$ cat src/rtl/move_display_ctrl_if.sv
// Solver-result / button / display bundle for the move viewer.
// The master side drives solver results and raw buttons; the slave side drives the display.
interface move_display_ctrl_if #(
  parameter int MAX_MOVES = 31
);
  logic                     comp;
  logic [2*MAX_MOVES-1:0]   ord;
  logic [6:0]               num_moves;
  logic                     btn_next;
  logic                     btn_prev;
  logic [6:0]               seg;
  logic [3:0]               an;
  logic [6:0]               step_idx;
  logic                     last;

  modport master (output comp, ord, num_moves, btn_next, btn_prev,
                  input  seg, an, step_idx, last);
  modport slave  (input  comp, ord, num_moves, btn_next, btn_prev,
                  output seg, an, step_idx, last);
endinterface

$ cat src/rtl/move_display_ctrl.sv
// Steps through a solved 8-puzzle move list with debounced next/prev buttons and
// shows direction letters plus the step number on a scanned 4-digit 7-segment display.

module move_btn_deb #(
  parameter int DEB_CYCLES = 16
) (
  input  logic clk,
  input  logic rst_n,
  input  logic raw_i,
  output logic press_o
);
  localparam int CW = $clog2(DEB_CYCLES) + 1;

  logic          s1_q, s2_q, acc_q, press_q;
  logic [CW-1:0] cnt_q;

  always_ff @(posedge clk) begin
    if (!rst_n) begin
      s1_q    <= 1'b1;
      s2_q    <= 1'b1;
      acc_q   <= 1'b1;
      press_q <= 1'b0;
      cnt_q   <= '0;
    end else begin
      s1_q    <= raw_i;
      s2_q    <= s1_q;
      press_q <= 1'b0;
      if (s2_q == acc_q) begin
        cnt_q <= '0;
      end else if (cnt_q == CW'(DEB_CYCLES - 1)) begin
        // Level has differed for DEB_CYCLES cycles: accept it; only presses emit events.
        cnt_q   <= '0;
        acc_q   <= s2_q;
        press_q <= ~s2_q;
      end else begin
        cnt_q <= cnt_q + 1'b1;
      end
    end
  end

  assign press_o = press_q;
endmodule

module move_display_ctrl #(
  parameter int MAX_MOVES  = 31,
  parameter int DEB_CYCLES = 16,
  parameter int SCAN_DIV   = 1024
) (
  input  logic               clk,
  input  logic               rst_n,
  move_display_ctrl_if.slave bus
);
  localparam int         SW   = $clog2(SCAN_DIV) + 1;
  localparam logic [6:0] MAXL = 7'(MAX_MOVES);

  localparam logic [6:0] G_U = 7'b0111110, G_P = 7'b1100111, G_D = 7'b0111101,
                         G_O = 7'b0011101, G_R = 7'b0000101, G_I = 7'b0110000,
                         G_L = 7'b0001110, G_E = 7'b1001111, G_N = 7'b0010101;

  typedef enum logic [1:0] {IDLE, SHOW, DONE} state_t;

  state_t                 state_q, state_d;
  logic [6:0]             step_q, step_d, len_q, len_d;
  logic [2*MAX_MOVES-1:0] ord_q, ord_d;
  logic [SW-1:0]          scan_q;
  logic [1:0]             dig_q;
  logic [6:0]             seg_q, seg_d;
  logic [3:0]             an_q, an_d;

  logic [1:0] raw, press;
  logic       ev_nx, ev_pv;

  assign raw = {bus.btn_prev, bus.btn_next};

  move_btn_deb #(.DEB_CYCLES(DEB_CYCLES)) u_deb [1:0] (
    .clk     (clk),
    .rst_n   (rst_n),
    .raw_i   (raw),
    .press_o (press)
  );

  // Coincident next+prev presses cancel each other.
  assign ev_nx = press[0] & ~press[1];
  assign ev_pv = press[1] & ~press[0];

  always_ff @(posedge clk) begin
    if (!rst_n) begin
      state_q <= IDLE;
      step_q  <= '0;
      len_q   <= '0;
      ord_q   <= '0;
    end else begin
      state_q <= state_d;
      step_q  <= step_d;
      len_q   <= len_d;
      ord_q   <= ord_d;
    end
  end

  always_comb begin
    state_d = state_q;
    step_d  = step_q;
    len_d   = len_q;
    ord_d   = ord_q;
    if (!bus.comp) begin
      state_d = IDLE;
      step_d  = '0;
    end else begin
      case (state_q)
        IDLE: begin
          ord_d = bus.ord;
          len_d = (bus.num_moves > MAXL) ? MAXL : bus.num_moves;
          if (len_d != '0) begin
            state_d = SHOW;
            step_d  = 7'd1;
          end else begin
            state_d = DONE;
            step_d  = '0;
          end
        end
        SHOW: begin
          if (ev_nx) begin
            if (step_q < len_q) step_d  = step_q + 7'd1;
            else                state_d = DONE;
          end else if (ev_pv && step_q > 7'd1) begin
            step_d = step_q - 7'd1;
          end
        end
        DONE: if (ev_pv && len_q != '0) state_d = SHOW;
        default: begin
          state_d = IDLE;
          step_d  = '0;
        end
      endcase
    end
  end

  function automatic logic [6:0] tens(input logic [6:0] v);
    logic [6:0] t;
    t = '0;
    for (int i = 1; i < 10; i++) if (v >= 7'(10 * i)) t = 7'(i);
    return t;
  endfunction

  function automatic logic [6:0] ones(input logic [6:0] v);
    return v - 7'd10 * tens(v);
  endfunction

  function automatic logic [6:0] dgl(input logic [6:0] d);
    case (d)
      7'd0: dgl = 7'b1111110;  7'd1: dgl = 7'b0110000;
      7'd2: dgl = 7'b1101101;  7'd3: dgl = 7'b1111001;
      7'd4: dgl = 7'b0110011;  7'd5: dgl = 7'b1011011;
      7'd6: dgl = 7'b1011111;  7'd7: dgl = 7'b1110000;
      7'd8: dgl = 7'b1111111;  7'd9: dgl = 7'b1111011;
      default: dgl = 7'b0000000;
    endcase
  endfunction

  logic [1:0]      mv;
  logic [3:0][6:0] digs;

  always_comb begin
    mv = 2'b00;
    for (int k = 0; k < MAX_MOVES; k++)
      if (step_q == 7'(k + 1)) mv = ord_q[2*k +: 2];
  end

  always_comb begin
    digs = '0;
    case (state_q)
      SHOW: begin
        case (mv)
          2'b00:   begin digs[3] = G_U; digs[2] = G_P; end
          2'b01:   begin digs[3] = G_D; digs[2] = G_O; end
          2'b10:   begin digs[3] = G_R; digs[2] = G_I; end
          default: begin digs[3] = G_L; digs[2] = G_E; end
        endcase
        digs[1] = dgl(tens(step_q));
        digs[0] = dgl(ones(step_q));
      end
      DONE: begin
        digs[3] = G_E;
        digs[2] = G_N;
        digs[1] = dgl(tens(len_q));
        digs[0] = dgl(ones(len_q));
      end
      default: digs = '0;
    endcase
    seg_d = digs[dig_q];
    an_d  = 4'b0001 << dig_q;
  end

  // seg and an share one register stage so the lit digit always gets its own pattern.
  always_ff @(posedge clk) begin
    if (!rst_n) begin
      scan_q <= '0;
      dig_q  <= '0;
      seg_q  <= '0;
      an_q   <= 4'b0001;
    end else begin
      seg_q <= seg_d;
      an_q  <= an_d;
      if (scan_q == SW'(SCAN_DIV - 1)) begin
        scan_q <= '0;
        dig_q  <= dig_q + 2'd1;
      end else begin
        scan_q <= scan_q + 1'b1;
      end
    end
  end

  assign bus.seg      = seg_q;
  assign bus.an       = an_q;
  assign bus.step_idx = step_q;
  assign bus.last     = (state_q == DONE);
endmodule
$ cat src/flat_wrapper.sv
// flat-port wrapper written by rule: the top's interface ports become plain ports
module move_display_ctrl_flat 
#(
  parameter int MAX_MOVES  = 31,
  parameter int DEB_CYCLES = 16,
  parameter int SCAN_DIV   = 1024
)
  (clk, rst_n, bus_comp, bus_ord, bus_num_moves, bus_btn_next, bus_btn_prev, bus_seg, bus_an, bus_step_idx, bus_last);
  move_display_ctrl_if #(.MAX_MOVES(MAX_MOVES)) bus_i ();
  input  logic clk;
  input  logic rst_n;
  input wire logic [$bits(bus_i.comp)-1:0] bus_comp;
  input wire logic [$bits(bus_i.ord)-1:0] bus_ord;
  input wire logic [$bits(bus_i.num_moves)-1:0] bus_num_moves;
  input wire logic [$bits(bus_i.btn_next)-1:0] bus_btn_next;
  input wire logic [$bits(bus_i.btn_prev)-1:0] bus_btn_prev;
  output wire logic [$bits(bus_i.seg)-1:0] bus_seg;
  output wire logic [$bits(bus_i.an)-1:0] bus_an;
  output wire logic [$bits(bus_i.step_idx)-1:0] bus_step_idx;
  output wire logic [$bits(bus_i.last)-1:0] bus_last;
  assign bus_i.comp = bus_comp;
  assign bus_i.ord = bus_ord;
  assign bus_i.num_moves = bus_num_moves;
  assign bus_i.btn_next = bus_btn_next;
  assign bus_i.btn_prev = bus_btn_prev;
  assign bus_seg = bus_i.seg;
  assign bus_an = bus_i.an;
  assign bus_step_idx = bus_i.step_idx;
  assign bus_last = bus_i.last;
  move_display_ctrl #(.MAX_MOVES(MAX_MOVES), .DEB_CYCLES(DEB_CYCLES), .SCAN_DIV(SCAN_DIV)) u_core (.clk(clk), .rst_n(rst_n), .bus(bus_i));
endmodule
$ cat config.mk
export PLATFORM = sky130hd
export DESIGN_NAME = move_display_ctrl_flat
export DESIGN_NICKNAME = d
export VERILOG_FILES = /design/src/rtl/move_display_ctrl_if.sv /design/src/rtl/move_display_ctrl.sv /design/src/flat_wrapper.sv
export SDC_FILE = /design/constraint.sdc
export NUM_CORES = 1
export LEC_CHECK = 0
export ABC_AREA = 1
export ABC_CLOCK_PERIOD_IN_PS = 11000
export BUFFER_PORTS_ARGS = -buffer_cell sky130_fd_sc_hd__buf_2
export CORE_MARGIN = 5
export CORE_UTILIZATION = 55
export CTS_BUF_LIST = sky130_fd_sc_hd__clkbuf_4 sky130_fd_sc_hd__clkbuf_8
export CTS_CLUSTER_SIZE = 8
export DETAILED_ROUTE_END_ITERATION = 8
export GPL_ROUTABILITY_DRIVEN = 0
export GPL_TIMING_DRIVEN = 0
export PLACE_DENSITY = 0.76
export SLEW_MARGIN = 25
export SYNTH_ARGS = -nofsm -noshare
export SYNTH_HDL_FRONTEND = slang
export SYNTH_SLANG_ARGS = --single-unit
$ cat constraint.sdc
create_clock -name clk -period 11 [get_ports clk]
set_input_delay 0.55 -clock clk [delete_from_list [all_inputs] [get_ports clk]]
set_output_delay 0.55 -clock clk [all_outputs]
set_load 0.01 [all_outputs]
==> results of run 1 <==
-- cells by family (layout without fill, tap and decap cells) --
| kind of cell | count (synthesis) | after routing | share of synthesized area, % |
|---|---|---|---|
| compound gates | 247 | 247 | 18.8 |
| simple gates | 447 | 447 | 25.9 |
| buf+inv | 177 | 301 | 9.39 |
| xor+xnor | 13 | 13 | 1.56 |
| fa+ha+maj | 64 | 64 | 11.4 |
| flops | 120 | 120 | 33.0 |
-- per-layer routing --
layer | wire length [microns] | share of wire, %
met2 | 8180 | 45
met1 | 8190 | 45
met4 | 440 | 2.4
met3 | 1380 | 7.6
met5 | 0 | 0
-- worst max path at each step --
stage	startpoint	end	slack (ns)	depth (start not counted)
after floorplan	u_core.bus.step_idx[4]	u_core.bus.seg[3]	6.81	22
after global placement	u_core.bus.step_idx[4]	u_core.bus.seg[0]	5.93	22
after detailed placement	u_core.bus.step_idx[4]	u_core.bus.seg[3]	5.90	22
after CTS	u_core.bus.step_idx[4]	u_core.bus.seg[3]	5.86	22
after global routing	u_core.bus.step_idx[4]	u_core.bus.seg[0]	5.56	22
final	u_core.bus.step_idx[4]	u_core.bus.seg[3]	5.78	22
-- power groups by stage --
stage	clock network (mW)	logic (mW)	registers [mW]
2_1_floorplan	0	0.469	0.525
3_3_place_gp	0	0.599	0.533
3_5_place_dp	0	0.611	0.534
4_1_cts	0.420	0.614	0.524
5_1_grt	0.438	0.709	0.531
6_report	0.411	0.616	0.525
-- layout make-up --
class | instances | area [sq um]
Fill cell | 1272 | 4760
Clock buffer | 19 | 262
Timing Repair Buffer | 92 | 460
Sequential cell | 120 | 2400
Multi-Input combinational cell | 771 | 4200
Buffer | 32 | 140
Tap cell | 176 | 220
Inverter | 145 | 544
Clock inverter | 13 | 153
-- worst max-delay path: cells and delay by family (launching register included) --
family,cells,cell delay [ns]
flip-flops,1,0.56
buffers and inverters,4,0.59
adder cells (fa/ha/maj),4,1.12
AND/OR/NAND/NOR,3,0.53
AO/OA/AOI/OAI,11,2.32
-- placed cells by master (no fill, tap or decap), types with 11 or more instances in the layout --
cell type and n:
nor3_1 25, o21ai_0 113, ha_1 60, o22ai_1 11
a21oi_1 82, dfxtp_1 120, clkbuf_8 19, nand3_1 34
nand2_1 161, inv_1 142, buf_2 93, clkbuf_1 26
nor2_1 192
-- sequential cells by signal, summed over array words and instances, names as in the netlist, 4 cells and up --
| name | count |
|---|---|
| u_core.bus.step_idx | 7 |
| u_core.u_deb.cnt_q | 10 |
| u_core.scan_q | 11 |
| u_core.len_q | 7 |
| u_core.bus.seg | 7 |
| u_core.bus.an | 4 |
| u_core.ord_q | 62 |
==> qor.yml, run 1 <==
status:
  status: "finished, final reports clean"
hold_path:
  min_path_cells: 2
  worstHoldStart: "bus_btn_next"
  min_to: "u_core.u_deb[0].s1_q"
  hp-class: "primary input to flop"
power:
  power.density_nw_per_um2: 185
  p_int_uw: 943
  pwr-share-seq_pct: 33.8
  leakagePower_nw: 3.87
  p_sw_uw: 610
  vdd_drop_max_mv: 0.109
  combPwrFrac_pct: 39.7
  clkPwrFrac_pct: 26.5
  switching_share_pct: 39.3
  finalPower_mw: 1.55
yosys:
  ys_types: 50
  synthMostInstantiatedCell: "nor2_1"
  avgSynthCellArea_sq_um: 6.82
  synth_top_cells_by_count: "nor2_1 (192), nand2_1 (161), inv_1 (142), dfxtp_1 (120), o21ai_0 (113)"
  yosysSeqAreaShare_pct: 33.0
  syn_nets: 1206
  synth_warnings: 0
  yosys_register_bits: 120
  synthArstFlopShare_pct: 0
  synth-edff-count: 0
  synthCells: 1068
  synthFlopType: "dfxtp_1"
  synth_area_leaders: "dfxtp_1 (33%), ha_1 (10%), nor2_1 (9.9%), nand2_1 (8.3%), o21ai_0 (7.8%)"
  synth_top_area_cell: "dfxtp_1"
  synth_top_area_share_pct: 33.0
  synth_area_sq_um: 7290
routing:
  remaining_drc_errors: 0
  firstDrtPassIters: 5
  route.vias.total: 7203
  first_iter_violations: 564
  postRouteAntennaNets: 0
  routed_wl_microns: 18200
  via_per_inst: 5.27
  wl_per_cell_microns: 13.3
clocking:
  insertion_delay_ns: 0.46
  numCtsBuffers: 17
  cts.reportedPaths.clkPinSlew_ns: 0.08
  holdBufCountCts: 0
  tritoncts: "built"
  cts_resized: 0
  cts_buffer_depth: 2
  clockRootBuffer: "clkbuf_8"
  post_cts_buffers: 0
  cts_sinks: 120
  htreeDepth: 4
global_route:
  grt_pass1_vias: 6681
  overflow: 0
  grt_pass1_wl_microns: 30100
  grt.total_usage_pct: 23.3
  grt_max_degree: 17
  use_met1_pct: 30.3
  use_met2_pct: 37.0
  grt_antenna_before_repair: 0
  grt-busiest-layer: "met2"
  grtUsageMet3_pct: 6.48
setup_path:
  start_kind: "flop"
  rrSetupSlack_ns: 5.78
  criticalPathCategory: "flop to flop"
  cp_max_fo: 10
  timing.rr.end: "u_core.bus.seg[3]"
  r2r_start: "u_core.bus.step_idx[4]"
  r2r_cells: 22
  cp.required_ns: 11.39
  slowest_stage: "dfxtp_1"
  arrival_ns: 5.61
  crit_chain: "inv_1, nand2_4, buf_6, o21ai_0, a211o_1, a32oi_1, o31ai_1, a21oi_1, inv_1, ha_1, ha_1, inv_1, fa_1, ha_1, a21oi_1, o21ai_0, a211oi_1, nand3_1, o22ai_1, a221oi_1, o32a_1, nand2_1"
  crit_path_end_kind: "flop"
  max_stage_delay_ns: 0.56
sta:
  final-max-slew-violation-count: 0
  tightestPinTransition_ns: 0.701
  max-slew-margin-rel_pct: 53.3
  rsz0062_at_grt: "no"
  fin_worst_skew_ns: 0.0132
  fmax_ghz: 0.191
  holdWs_ns: 0.285
  finalHoldViolations: 0
  layout_min_cycle_time_ns: 5.22
  finalSetupViolCount: 0
  final_min_period_over_clock_period_pct: 47.5
  fin_ws_ns: 5.78
  finalSetupTns_ns: 0
place:
  hpwl_microns: 14300
  dp.cells: 1336
  port-buffer-count: 92
  placed_area_sq_um: 7970
  dp_slack_ns: 5.90
die:
  initial_core_util_pct: 55.5
  die_h_microns: 125
  ios: 93
  fp-row-count: 42
  die_w_microns: 125
  core_region_area_sq_um: 13100
  fp.dieArea_sq_um: 15700
cells_and_area:
  area_growth_pct: 15.0
  diodes: 0
  final_cells: 1368
  layout-drive-gt1-share_pct: 12.7
  final_nets: 1317
  finish.utilization_pct: 63.8
  final_area_sq_um: 8380
flow_run:
  cap_violations: 0
No activity file was read; power rests on OpenSTA's default activity.
==> run 2: changes to the inputs <==
- ABC_CLOCK_PERIOD_IN_PS: 11000 -> 4400
- PLACE_DENSITY: 0.76 -> 0.79
- clock period: 11 -> 4.4 ns (I/O delays scaled with it)
==> run 2 against run 1 <==
  * Register-to-register slack got worse by 5.6 ns
  * Power grew to 2.5 times the previous value
  * Count of clock-buffer cells in the layout increased by 6
  * Largest power group unchanged
==> qor.yml, run 2 (same netlist as run 1, synthesis figures left out) <==
clocking:
  numCtsBuffers: 17  # unchanged
  clockRootBuffer: "clkbuf_8"
  cts_sinks: 120  # unchanged
  htreeDepth: 4  # unchanged
  cts.reportedPaths.clkPinSlew_ns: 0.07  # about the same
  tritoncts: "built"
  cts_buffer_depth: 2  # unchanged
  insertion_delay_ns: 0.45  # about the same
die:
  die_h_microns: 125  # unchanged
  fp-row-count: 42  # unchanged
  ios: 93  # unchanged
  fp.dieArea_sq_um: 15700  # unchanged
  die_w_microns: 125  # unchanged
  initial_core_util_pct: 55.5  # unchanged
  core_region_area_sq_um: 13100  # unchanged
setup_path:
  cp_max_fo: 10  # unchanged
  criticalPathCategory: "flop to flop"
  arrival_ns: 4.58  # -1.03 ns
  start_kind: "flop"
  cp.required_ns: 4.78  # -6.61 ns
  crit_path_end_kind: "flop"
cells_and_area:
  area_growth_pct: 17.9
  layout-drive-gt1-share_pct: 16.3  # +3.7 points
  final_common_cell: "nor2_1"
  finish.utilization_pct: 65.4  # +1.6 points
  top_register: "u_core.ord_q"
  top_regs: "u_core.ord_q (62), u_core.scan_q (11), u_core.u_deb.cnt_q (10)"
  final_cells: 1383  # +1.1%
  layout_common_cells: "nor2_1 (190), nand2_1 (161), inv_1 (138)"
  final_nets: 1336  # +1.4%
  largest_register_ffs: 62  # unchanged
  diodes: 0  # unchanged
sta:
  fmax_ghz: 0.238  # +24%
  final-max-slew-violation-count: 0  # unchanged
  layout_min_cycle_time_ns: 4.20  # -1.03 ns
  max-slew-margin-rel_pct: 49.5  # -3.8 points
  fin_ws_ns: 0.204  # -5.57 ns
  finalHoldViolations: 0  # unchanged
  tightestPinTransition_ns: 0.751  # +0.0501 ns
  finalSetupViolCount: 0  # unchanged
  finalSetupTns_ns: 0  # unchanged
  fin_worst_skew_ns: 0.0121  # -0.00104 ns
  final_min_period_over_clock_period_pct: 95.4  # +48 points
power:
  pwr-share-seq_pct: 33.9  # about the same
  power.density_nw_per_um2: 452  # +140%
  switching_share_pct: 40.1  # +0.84 points
  clkPwrFrac_pct: 22.2  # -4.3 points
  p_sw_mw: 1.56  # +160%
  combPwrFrac_pct: 43.9  # +4.2 points
  p_int_mw: 2.33  # +150%
  leakagePower_nw: 3.95  # +2.1%
  finalPower_mw: 3.88  # +150%
  vdd_drop_max_mv: 0.240  # +120%
routing:
  first_iter_violations: 501  # -11%
  route.vias.total: 7269  # +0.92%
  via_per_inst: 5.26  # -0.18%
  wl_per_cell_microns: 13.4  # +0.67%
  postRouteAntennaNets: 0  # unchanged
  firstDrtPassIters: 5  # unchanged
  routed_wl_microns: 18500  # +1.8%
  remaining_drc_errors: 0  # unchanged
flow_run:
  cap_violations: 0  # unchanged
place:
  dp_slack_ns: -0.681  # -6.58 ns
  hpwl_microns: 14200  # -0.41%
  dp.cells: 1336  # unchanged
  port-buffer-count: 92  # unchanged
status:
  status: "finished, final reports clean"
hold_path:
  hp-class: "primary input to flop"
global_route:
  grt_pass1_wl_microns: 29600  # -1.9%
  grt_antenna_before_repair: 0  # unchanged
  grt_pass1_vias: 6563  # -1.8%
  overflow: 0  # unchanged
  grt_max_degree: 17  # unchanged
  grt.total_usage_pct: 23.0  # -0.35 points
[run 2: changes by cell type in the layout (fill, tap and decap cells not counted), moves of 5 or more]
cell / previous run / this run
a21oi_1: 82 / 77
a21oi_2: 0 / 5
buf_4: 1 / 17
clkbuf_4: 0 / 6
clkinv_2: 6 / 1
dfxtp_1: 120 / 111
dfxtp_4: 0 / 5
[run 2: stage by stage]
step / hold WS (ns) / area (sq um)
floorplan: 0.327 / 7290
global placement: 0.395 / 7970
detailed placement: 0.402 / 7970
CTS: 0.000807 / 8380
global route: 0.0105 / 8590
finish: 0.0170 / 8590
[run 2: final timing paths]
| path | startpoint | end | slack (ns) | depth (start not counted) |
|---|---|---|---|---|
| min | bus_ord[41] | u_core.ord_q[41] | 0.02 | 3 |
| max reg2reg | u_core.bus.step_idx[3] | u_core.bus.seg[0] | 0.20 | 22 |
| max | u_core.bus.step_idx[3] | u_core.bus.seg[0] | 0.20 | 22 |
| min reg2reg | u_core.u_deb[0].s1_q | u_core.u_deb[0].s2_q | 0.41 | 1 |
[run 2: critical path, stage by stage (launching register included)]
cell      delay, ns
dfxtp_2        0.40
buf_6          0.17
nor2_4         0.06
inv_1          0.14
o21ai_2        0.10
a211o_1        0.30
a32oi_1        0.16
o31ai_1        0.11
a21oi_2        0.17
inv_2          0.08
ha_1           0.20
ha_1           0.17
inv_1          0.07
fa_1           0.46
ha_4           0.31
a21oi_2        0.06
buf_4          0.13
a211oi_2       0.26
nand3_2        0.21
o22ai_2        0.18
nand2_1        0.07
o311ai_1       0.10
a22o_1         0.23
[run 2: layer usage]
layer,GRT usage (%),up-vias,routed length [microns]
met5,0,-,0
met4,9.18,0,469
met3,5.42,39,1380
met2,37.7,248,8500
met1,29.2,3230,8160
li1,-,3752,-
[run 2: cell type report]
class,instances,area (sq um)
clock buffer,25,313
inverter,145,548
multi-input combinational,771,4300
clock inverter,3,20.0
sequential,120,2430
timing repair buffer,111,608
fill,1223,4550
buffer,32,158
tap,176,220
[run 2: what timing repair did]
item | in CTS | in global routing
buffers inserted | 1 | 16
pin swaps | 5 | 15
gates resized for setup | 18 | 30
gates cloned | 0 | 0
endpoints found under the hold margin | 2 | 0
hold buffers | 2 | 0
endpoints found under the setup margin | 7 | 7
[run 2: power by group through the flow]
stage | Clock (mW) | Combinational (mW) | Sequential [mW]
floorplan | 0 | 1.17 | 1.31
global placement | 0 | 1.48 | 1.33
detailed placement | 0 | 1.52 | 1.34
CTS | 0.872 | 1.59 | 1.32
global route | 0.917 | 1.94 | 1.33
finish | 0.861 | 1.71 | 1.32
==> run 3: changes to the inputs <==
- REMOVE_ABC_BUFFERS: unset -> 1
==> run 3 against run 2 <==
  * Clock power grew 8.5%
  * First-iteration DRC count fell by 12%
  * Final area is 1.1% lower
  * Sequential power hardly changed
  * Via count shrank 2.1%
  * Fmax is 0.57% lower
  * Sequential share of layout area is 0.35 points higher
  * Global-route usage shrank 0.78 points
==> qor.yml, run 3 (same netlist as run 1, synthesis figures left out) <==
sta:
  layout_min_cycle_time_ns: 4.22  # +0.0239 ns
  fmax_ghz: 0.237  # -0.57%
  finalSetupTns_ns: 0  # unchanged
  max-slew-margin-rel_pct: 54.6  # +5.1 points
  final-max-slew-violation-count: 0  # unchanged
  fin_worst_skew_ns: 0.00982  # -0.00232 ns
  fin_ws_ns: 0.180  # -0.0239 ns
  finalSetupViolCount: 0  # unchanged
  finalHoldViolations: 0  # unchanged
  tightestPinTransition_ns: 0.681  # -0.0702 ns
  final_min_period_over_clock_period_pct: 95.9  # +0.54 points
cells_and_area:
  layout-drive-gt1-share_pct: 16.4  # +0.034 points
  final_common_cell: "nor2_1"
  finish.utilization_pct: 64.7  # -0.70 points
  final_nets: 1306  # -2.2%
  top_register: "u_core.ord_q"
  final_area_sq_um: 8500  # -1.1%
  diodes: 0  # unchanged
  area_growth_pct: 16.6
  top_regs: "u_core.ord_q (62), u_core.scan_q (11), u_core.u_deb.cnt_q (10)"
  layout_common_cells: "nor2_1 (190), nand2_1 (159), inv_1 (139)"
  largest_register_ffs: 62  # unchanged
routing:
  routed_wl_microns: 17400  # -6.1%
  wl_per_cell_microns: 12.8  # -4.2%
  via_per_inst: 5.25  # -0.17%
  first_iter_violations: 443  # -12%
  postRouteAntennaNets: 0  # unchanged
  firstDrtPassIters: 7  # +2
  remaining_drc_errors: 0  # unchanged
  route.vias.total: 7115  # -2.1%
setup_path:
  crit_path_end_kind: "flop"
  arrival_ns: 4.54  # -0.04 ns
  cp_max_fo: 7  # -3
  rrSetupSlack_ns: 0.18  # -0.02 ns
  cp.required_ns: 4.72  # -0.06 ns
  criticalPathCategory: "flop to flop"
  start_kind: "flop"
  r2r_cells: 22  # unchanged
place:
  port-buffer-count: 92  # unchanged
  hpwl_microns: 12900  # -9.2%
  dp_slack_ns: -0.666  # +0.0156 ns
  placed_area_sq_um: 7860  # -1.3%
hold_path:
  min_path_cells: 3  # unchanged
  hp-class: "primary input to flop"
die:
  fp-row-count: 42  # unchanged
  die_h_microns: 125  # unchanged
  ios: 93  # unchanged
  initial_core_util_pct: 55.5  # unchanged
  die_w_microns: 125  # unchanged
  fp.dieArea_sq_um: 15700  # unchanged
  core_region_area_sq_um: 13100  # unchanged
global_route:
  grt.total_usage_pct: 22.2  # -0.78 points
  grt_max_degree: 82  # +65
  grt_pass1_vias: 6679  # +1.8%
  overflow: 0  # unchanged
  grt_antenna_before_repair: 0  # unchanged
  grt_pass1_wl_microns: 29400  # -0.49%
power:
  vdd_drop_max_mv: 0.215  # -11%
  leakagePower_nw: 3.93  # -0.41%
  power.density_nw_per_um2: 460  # +1.6%
  finalPower_mw: 3.91  # +0.57%
clocking:
  htreeDepth: 4  # unchanged
  cts_buffer_depth: 2  # unchanged
  cts.reportedPaths.clkPinSlew_ns: 0.07  # about the same
  tritoncts: "built"
  numCtsBuffers: 17  # unchanged
  insertion_delay_ns: 0.44  # about the same
  clockRootBuffer: "clkbuf_8"
  cts_sinks: 120  # unchanged
status:
  status: "finished, final reports clean"
flow_run:
  cap_violations: 0  # unchanged
## run 3: cell types whose count changed in the layout (fill, tap and decap cells not counted), sizes merged
| cell | change |
|---|---|
| buf | -5 |
| dlygate4sd3 | +1 |
| clkinvlp | -1 |
| clkinv | +5 |
| bufinv | +1 |
| clkbuf | -28 |
## run 3: metrics by stage
step / cells / hold WS [ns]
6_report: 1356 / 0.0285
2_1_floorplan: 1036 / 0.296
3_5_place_dp: 1305 / 0.406
4_1_cts: 1343 / 0.00391
5_1_grt: 1356 / 0.0210
3_3_place_gp: 1304 / 0.403
## run 3: layout make-up
| cell class | instances | area (sq um) |
|---|---|---|
| multi-input combinational | 771 | 4280 |
| tap | 176 | 220 |
| fill | 1235 | 4640 |
| inverter | 145 | 548 |
| clock buffer | 23 | 304 |
| clock inverter | 8 | 71.3 |
| timing repair buffer | 113 | 648 |
| sequential | 120 | 2430 |
## run 3: timing repair
action / 4_1_cts / 5_1_grt
buffers inserted: 4 / 13
hold buffers: 3 / 0
hold endpoints to repair: 3 / 0
setup endpoints to repair: 7 / 7
pin swaps: 5 / 6
resized for setup: 19 / 16
## run 3: critical path, cell delays in order, from the launching register on
cell      delay, ns
dfxtp_4        0.40
inv_1          0.10
nand2_2        0.14
o21ai_2        0.12
a211o_1        0.35
a32oi_1        0.16
o31ai_1        0.10
a21oi_2        0.16
inv_1          0.11
ha_1           0.22
ha_1           0.18
inv_1          0.07
fa_1           0.41
ha_1           0.33
a21oi_2        0.15
o21ai_0        0.10
a211oi_2       0.26
nand3_1        0.14
o21ai_0        0.17
nand2_1        0.07
o311ai_0       0.14
nand2_1        0.09
o21ai_0        0.15
## run 3: worst paths after layout
path / end / from
setup reg to reg: u_core.bus.seg[2] / u_core.bus.step_idx[6]
hold / removal: u_core.ord_q[37] / bus_ord[37]
hold reg to reg: u_core.u_deb[1].s2_q / u_core.u_deb[1].s1_q
setup / recovery: u_core.bus.seg[2] / u_core.bus.step_idx[6]
## run 3: power breakdown
part,internal (mW),switching [mW],total (mW)
logic,0.624,1.03,1.65
registers,1.22,0.0965,1.32
clock network,0.511,0.423,0.934
total,2.36,1.55,3.91
## run 3: layer usage
layer	part of all wire [%]	vias up	GRT usage, %
li1	-	3692	-
met3	6.1	33	3.92
met4	2.3	0	7.91
met1	45	3167	28.9
met5	0	-	0
met2	46	223	37.0
